$ cat src/rtl/lcv_alu_rr_arbiter.sv
// Round-robin front end that shares one registered 1-cycle ALU among NUM_REQ clients.
// Each client gets its own response slot with a valid/ready handshake.
module lcv_alu_rr_arbiter #(
    parameter int WIDTH   = 32,
    parameter int NUM_REQ = 4
) (
    input  logic                     clk,
    input  logic                     rst_n,
    input  logic [NUM_REQ-1:0]       req_valid,
    output logic [NUM_REQ-1:0]       req_ready,
    input  logic [NUM_REQ*8-1:0]     req_op,
    input  logic [NUM_REQ*WIDTH-1:0] req_a,
    input  logic [NUM_REQ*WIDTH-1:0] req_b,
    output logic [NUM_REQ-1:0]       resp_valid,
    input  logic [NUM_REQ-1:0]       resp_ready,
    output logic [NUM_REQ*WIDTH-1:0] resp_data,
    output logic [WIDTH-1:0]         alu_inp_a,
    output logic [WIDTH-1:0]         alu_inp_b_0,
    output logic [WIDTH-1:0]         alu_inp_b_1,
    output logic                     alu_inp_b_sel,
    output logic [7:0]               alu_inp_op,
    input  logic [WIDTH-1:0]         alu_outp_data
);
    localparam int IDX_W = $clog2(NUM_REQ);

    logic [IDX_W-1:0] rr_ptr_q;
    logic [IDX_W-1:0] rr_ptr_d;
    logic             infl_v_q;
    logic [IDX_W-1:0] infl_idx_q;
    logic             resp_valid_q [NUM_REQ];
    logic [WIDTH-1:0] resp_data_q  [NUM_REQ];

    logic [NUM_REQ-1:0] elig;
    logic [7:0]         op_arr [NUM_REQ];
    logic [WIDTH-1:0]   a_arr  [NUM_REQ];
    logic [WIDTH-1:0]   b_arr  [NUM_REQ];
    logic               grant_v;
    logic               grant_ok;
    logic [IDX_W-1:0]   grant_idx;

    genvar gi;
    generate
        for (gi = 0; gi < NUM_REQ; gi++) begin : g_slot
            assign op_arr[gi] = req_op[8*gi +: 8];
            assign a_arr[gi]  = req_a[WIDTH*gi +: WIDTH];
            assign b_arr[gi]  = req_b[WIDTH*gi +: WIDTH];

            // A slot being drained this cycle may be re-granted: its new result lands two edges later.
            assign elig[gi] = req_valid[gi]
                            & ~(infl_v_q & (infl_idx_q == IDX_W'(gi)))
                            & (~resp_valid_q[gi] | resp_ready[gi]);

            assign req_ready[gi] = grant_ok & (grant_idx == IDX_W'(gi));
            assign resp_valid[gi] = resp_valid_q[gi];
            assign resp_data[WIDTH*gi +: WIDTH] = resp_data_q[gi];

            always_ff @(posedge clk or negedge rst_n) begin
                if (!rst_n) begin
                    resp_valid_q[gi] <= 1'b0;
                    resp_data_q[gi]  <= '0;
                end else if (infl_v_q && (infl_idx_q == IDX_W'(gi))) begin
                    resp_valid_q[gi] <= 1'b1;
                    resp_data_q[gi]  <= alu_outp_data;
                end else if (resp_valid_q[gi] && resp_ready[gi]) begin
                    resp_valid_q[gi] <= 1'b0;
                end
            end
        end
    endgenerate

    always_comb begin
        logic [IDX_W:0]   sum;
        logic [IDX_W-1:0] cand;
        grant_v   = 1'b0;
        grant_idx = '0;
        sum       = '0;
        cand      = '0;
        for (int k = 0; k < NUM_REQ; k++) begin
            sum = {1'b0, rr_ptr_q} + (IDX_W+1)'(k);
            if (sum >= (IDX_W+1)'(NUM_REQ)) begin
                sum = sum - (IDX_W+1)'(NUM_REQ);
            end
            cand = sum[IDX_W-1:0];
            if (!grant_v && elig[cand]) begin
                grant_v   = 1'b1;
                grant_idx = cand;
            end
        end
    end

    assign grant_ok = grant_v & rst_n;
    assign rr_ptr_d = (grant_idx == IDX_W'(NUM_REQ-1)) ? '0 : grant_idx + IDX_W'(1);

    // Idle cycles drive ZERO so the shared ALU sees a harmless op.
    assign alu_inp_op    = grant_ok ? op_arr[grant_idx] : 8'h80;
    assign alu_inp_a     = grant_ok ? a_arr[grant_idx]  : '0;
    assign alu_inp_b_0   = grant_ok ? b_arr[grant_idx]  : '0;
    assign alu_inp_b_1   = '0;
    assign alu_inp_b_sel = 1'b0;

    always_ff @(posedge clk or negedge rst_n) begin
        if (!rst_n) begin
            rr_ptr_q   <= '0;
            infl_v_q   <= 1'b0;
            infl_idx_q <= '0;
        end else begin
            infl_v_q <= grant_v;
            if (grant_v) begin
                infl_idx_q <= grant_idx;
                rr_ptr_q   <= rr_ptr_d;
            end
        end
    end
endmodule

$ cat config.mk
export PLATFORM = sky130hd
export DESIGN_NAME = lcv_alu_rr_arbiter
export DESIGN_NICKNAME = d
export VERILOG_FILES = /design/src/rtl/lcv_alu_rr_arbiter.sv
export SDC_FILE = /design/constraint.sdc
export NUM_CORES = 1
export LEC_CHECK = 0
export ABC_CLOCK_PERIOD_IN_PS = 8520
export CAP_MARGIN = 10
export CORE_AREA = 2 2 225 227
export DETAILED_ROUTE_END_ITERATION = 16
export DIE_AREA = 0 0 227 229
export GPL_TIMING_DRIVEN = 1
export SETUP_SLACK_MARGIN = 0.15
export SLEW_MARGIN = 20
export SYNTH_ARGS = -nofsm -noshare
export SYNTH_HDL_FRONTEND = slang
export SYNTH_SLANG_ARGS = --single-unit
$ cat constraint.sdc
create_clock -name clk -period 8.52 [get_ports clk]
set_clock_uncertainty 0.05 [all_clocks]
set_input_delay 2.556 -clock clk [delete_from_list [all_inputs] [get_ports clk]]
set_output_delay 2.556 -clock clk [all_outputs]
set_load 0.005 [all_outputs]
Word-level counts from Yosys, hierarchy flattened
Index checks and enable logic that the tools add are counted.

storage, ports and cells
  output and inout bits = 241
  bits in registers = 137
  logic and storage cells = 125

operators by class
  $add $sub $neg = 8
  reduce and logical (&&, ||, !) cells = 20
  bitwise logic cells = 30
  muxes and demuxes = 41
  equality and inequality tests = 6
  magnitude comparators = 9

operator list
  kind                                                                number
  two-way mux 32 bit                                                  6
  binary-select mux 32 bit (select 2 bit)                             2
  two-way mux 8 bit                                                   3
  two-way mux 2 bit                                                   9
  AND 1 bit                                                           17
  binary-select mux 8 bit (select 2 bit)                              1
  two-way mux 1 bit                                                   16
  greater-or-equal comparator 3 bit (second input constant)           4
  < comparator 2 x 3 -> 1 bit (second input constant)                 4
  logical AND 1 bit                                                   11
  binary-select mux 1 bit (select 2 bit)                              4
  == test 2 bit (second input constant)                               4
  inverter 1 bit                                                      8
  nonzero test 2 bit                                                  4
  subtractor 2 x 1 -> 2 bit (second input constant)                   4
  adder 2 x 2 -> 3 bit (second input constant)                        2
  == test 2 x 1 -> 1 bit (second input constant)                      2
  logical NOT 2 bit                                                   2
  OR 1 bit                                                            4
  adder 2 x 1 -> 3 bit (second input constant)                        1
  greater-or-equal comparator 2 x 3 -> 1 bit (second input constant)  1
  logical NOT 1 bit                                                   3
  inverter 2 -> 3 bit                                                 1
  adder 2 x 1 -> 2 bit (second input constant)                        1

Logic depth before layout (Yosys ltp)
  depth in word-level cells = 22
  mapped depth = 11

Worst setup path before layout
No wires, ideal clock.

  path type = input to output
  start = input resp_ready[0]
  end = output alu_inp_op[7]
  buffers on the path = 1
  setup slack = 1951 ps
  stages on the path = 7
  arrival time = 3963 ps
  data required time = 5914 ps
  cells stage by stage = nand2b_1 nand4_1 o32ai_1 and4bb_2 buf_4 mux2_2 o22a_1

between the ends
  longest elaborated chain between the ends = 19

RTL lines
  what                                                   RTL line  RTL
  from (decl)                                            15        input logic [NUM_REQ-1:0] resp_ready,
  OR 1 bit *                                             51        & (~resp_valid_q[gi] | resp_ready[gi]);
  AND 1 bit *                                            51
  binary-select mux 1 bit (select 2 bit)                 84        if (!grant_v && elig[cand]) begin
  two-way mux 1 bit (implied by the code)                84
  two-way mux 1 bit                                      84
  logical NOT 1 bit                                      84
  logical AND 1 bit                                      84
  two-way mux 1 bit                                      84
  (+2 left out)                                          --
  two-way mux 1 bit                                      84
  logical NOT 1 bit                                      84
  logical AND 1 bit                                      84
  two-way mux 2 bit                                      84
  inverter 2 -> 3 bit (implied by the code)              95        assign alu_inp_op = grant_ok ? op_arr[grant_idx] : 8'h80;
  binary-select mux 8 bit (select 2 bit)                 95
  two-way mux 8 bit (implied by the code) (2 in series)  95
  two-way mux 8 bit *                                    95
  to (decl)                                              21        output logic [7:0] alu_inp_op,

Mark *: on every way between the ends. The rest lies on a longest branch, timed or not. The select of a mux whose other input is x is not followed.

Worst setup path in the final report
  start = input resp_ready[2]
  end = output alu_inp_b_0[12]

between the ends
  longest elaborated chain between the ends = 19

RTL lines
  what                                                      RTL line  RTL
  OR 1 bit *                                                51
  AND 1 bit *                                               51
  binary-select mux 1 bit (select 2 bit)                    84
  two-way mux 1 bit (implied by the code)                   84
  two-way mux 1 bit                                         84
  logical NOT 1 bit                                         84
  logical AND 1 bit                                         84
  two-way mux 1 bit                                         84
  (+3 left out)                                             --
  logical NOT 1 bit                                         84
  logical AND 1 bit                                         84
  two-way mux 2 bit *                                       84
  net grant_idx[1]                                          39        logic [IDX_W-1:0] grant_idx;
  inverter 2 -> 3 bit (implied by the code) *               97        assign alu_inp_b_0 = grant_ok ? b_arr[grant_idx] : '0;
  binary-select mux 32 bit (select 2 bit) *                 97
  two-way mux 32 bit (implied by the code) * (2 in series)  97
  two-way mux 32 bit *                                      97
  to (decl)                                                 18        output logic [WIDTH-1:0] alu_inp_b_0,

Mark *: on every way through the listed nets, which the timed path passes. The rest lies on a longest branch. The select of a mux whose other input is x is not followed.

==> run metrics <==
status=finished clean; post-DP HPWL=29,980 um; Die W=227 um; drt pass-1 iters=6; synth warn=0; Simple-Gate Fraction of Synth Area=7.799%; Crit. End Element=output pin; Vias=7,551; global-route wire length before repair=52,050 um; drt drc=0; Post-Syn Instances=681; Max IR drop VDD=0.1835 mV; num ports=571; XOR/XNOR Fraction of Synth Area=0%; final setup vio count=0; Synth Register Bits=137; initial antenna violation count=16; RSZ-0062 raised after global routing=no; cts hold-fix bufs=0; DR WL/cell=19.59 um; Rel. slew slack=38.94%; Post-Route WL=37,280 um; Worst setup SP type=input port; RePlAce Congestion=0.9940; Fin. Hold Viols=0; Tightest Hold Check Type=flip-flop to flip-flop; setup_tns=0 ns; largest net degree at the start of global routing=70; Compound-Gate Fraction of Synth Area=6.477%; Max FO, Critical Path=34; Slowest cell on crit path=clkdlybuf4s50_1; largest family of logic cells by synthesized area=multiplexers; CTS root buffer=clkbuf_16; most frequent CP cell=clkdlybuf4s50_1; Die Y=229 um; commonest cells after routing, fill and taps aside=534 x clkdlybuf4s50_1, 142 x mux2i_1, 137 x dfrtp_1; top_reg_cell synth=dfrtp_1; Final min period=8.094 ns; Starting DRT DRC Count=218; Starting Density=15.44%; Setup CP Type=input port to output pin; Synth Area in Adders=0.6526%; post-DR vias/cell=3.968; fmax=123.5 MHz; Req. time, crit path=5.91 ns; P_leak=5.927 nW; Tcrit/Tclk final=95.00%; Clock Sinks=137; CP delay by family, top=buffers and inverters; Post-CTS Setup Bufs=0; gr ovfl total=0; post-synthesis mux area share=32.93%; Core Region=49,660 sq um; CTS buffer count=17; WP data arrival=5.49 ns; Distinct cells, synth=29; Rows=82; FFs w/ async S/R, synth=100.0%; post-cts resize count=0; total of max-cap violations=0; Tot GR Track Use=13.58%; Post-Syn Area=7669 sq um; worst-margin pin slew=0.9159 ns; Clock Tree Buf Depth=2; Total Die Area=51,980 sq um; area grow syn2layout=87.50%; Avg Cell Area, Syn=11.26 sq um; number of synthesized flops with an enable pin=0; CTS tree=done; Buffers on Ports=537; clk_lat worst skew=0.42 ns; max-slew violation count=0; NumNets Final=1,547; most common cell after layout, fill and taps aside=clkdlybuf4s50_1; Slowest Stage Delay on Critical Path=0.57 ns; fraction of layout cells with a size suffix above 1=13.38%; number of global-route vias before repair=7,775; worst setup margin=0.4260 ns; Seq/Total Area, Yosys=44.71%; Buffers & Inverters on Critical Path=3; Worst-path clk slew=0.07 ns; post-route ant nets=0; worst slack at placement=0.2927 ns; worst path cell trace=clkdlybuf4s50_1, nand2b_1, and3_1, nor2_1, a311oi_2, nand3_4, buf_12, o22ai_1, clkdlybuf4s50_1; Clock H-tree levels=4; Power Density=353.2 nW/um^2
## cell type report
| class | instances | area [sq um] |
|---|---|---|
| Fill cell | 5231 | 35280 |
| Timing Repair Buffer | 561 | 5639 |
| Multi-Input combinational cell | 492 | 3829 |
| Sequential cell | 137 | 3428 |
| Tap cell | 672 | 840.8 |
| Clock buffer | 17 | 425.4 |
| Clock inverter | 15 | 188.9 |
| Inverter | 4 | 15.01 |
| Antenna cell | 5 | 12.51 |
## synthesized netlist by cell type, types with 2 or more instances
| library cell | n | area share (%) |
|---|---|---|
| nor3b_1 | 2 | 0.20 |
| nand2_1 | 108 | 5.3 |
| nand2b_1 | 4 | 0.33 |
| buf_6 | 13 | 1.9 |
| inv_1 | 3 | 0.15 |
| clkbuf_1 | 16 | 0.78 |
| dfrtp_1 | 137 | 45 |
| nor2_1 | 2 | 0.098 |
| o22ai_1 | 71 | 5.8 |
| ha_1 | 4 | 0.65 |
| nand3b_1 | 2 | 0.20 |
| nand3_1 | 6 | 0.39 |
| nand3_2 | 2 | 0.26 |
| and3_1 | 6 | 0.49 |
| nand4_1 | 2 | 0.16 |
| mux2i_1 | 142 | 19 |
| o21ai_0 | 3 | 0.20 |
| buf_4 | 36 | 3.5 |
| mux2_2 | 98 | 14 |
| buf_2 | 15 | 0.98 |
## logic make-up (layout without fill, tap and decap cells)
family	Yosys count	in the layout
simple gates	137	137
fa+ha+maj	4	4
flops	137	137
mux	240	240
other cells	1	38
compound gates	78	78
buf+inv	84	597
## flip-flops by register name, indices dropped and copies added (netlist names)
| register | count |
|---|---|
| infl_idx_q | 2 |
| rr_ptr_q | 2 |
| resp_data | 128 |
| infl_v_q | 1 |
| resp_valid | 4 |
## layer usage
metal,routed length [um],up-vias,track usage [%]
li1,-,3457,-
met1,13810,3718,14.80
met2,19320,309,24.44
met3,3415,51,4.990
met4,642,16,3.819
met5,101,-,0
## power breakdown
part | leakage [nW] | switching [W] | internal, W
Combinational | 4.01 | 0.00133 | 0.00181
Sequential | 1.62 | 0.000181 | 0.000990
Clock | 0.299 | 0.000364 | 0.000401
Total | 5.93 | 0.00188 | 0.00320
## worst paths after layout
path | from | endpoint | slack [ns] | cells past startpoint
worst min-delay path | resp_data[7] | resp_data[7] | 0.42 | 2
min in group asynchronous | rst_n | infl_idx_q[0] | 1.88 | 1
worst max register to register | infl_idx_q[0] | rr_ptr_q[0] | 5.66 | 8
worst max-delay path | resp_ready[2] | alu_inp_b_0[12] | 0.43 | 9
max in group asynchronous | rst_n | resp_data[83] | 4.62 | 3
worst min register to register | resp_data[7] | resp_data[7] | 0.42 | 2
## worst register-to-register path, cell delays in order, from the launching register on
cell,delay [ns]
dfrtp_1,0.46
nand3b_1,0.72
nand3_1,0.41
o32ai_1,0.13
and4bb_4,0.49
ha_1,0.22
o21ai_0,0.11
nand2_1,0.08
o21ai_0,0.07
## stage by stage
stage / power [W] / hold WS, ns / utilization [%] / instances / instance area, sq um
after CTS: 0.005160 / 0.4297 / 28.93 / 1898 / 14370
after detailed placement: 0.004369 / 0.4115 / 27.69 / 1866 / 13750
final: 0.005079 / 0.4244 / 28.96 / 1903 / 14380
after global placement: 0.004317 / 0.4074 / 27.68 / 1866 / 13750
after global routing: 0.005397 / 0.4512 / 28.95 / 1902 / 14380
after floorplan: 0.002700 / 0.4197 / - / 713 / 7789
Power figures use the tool's default switching activity.
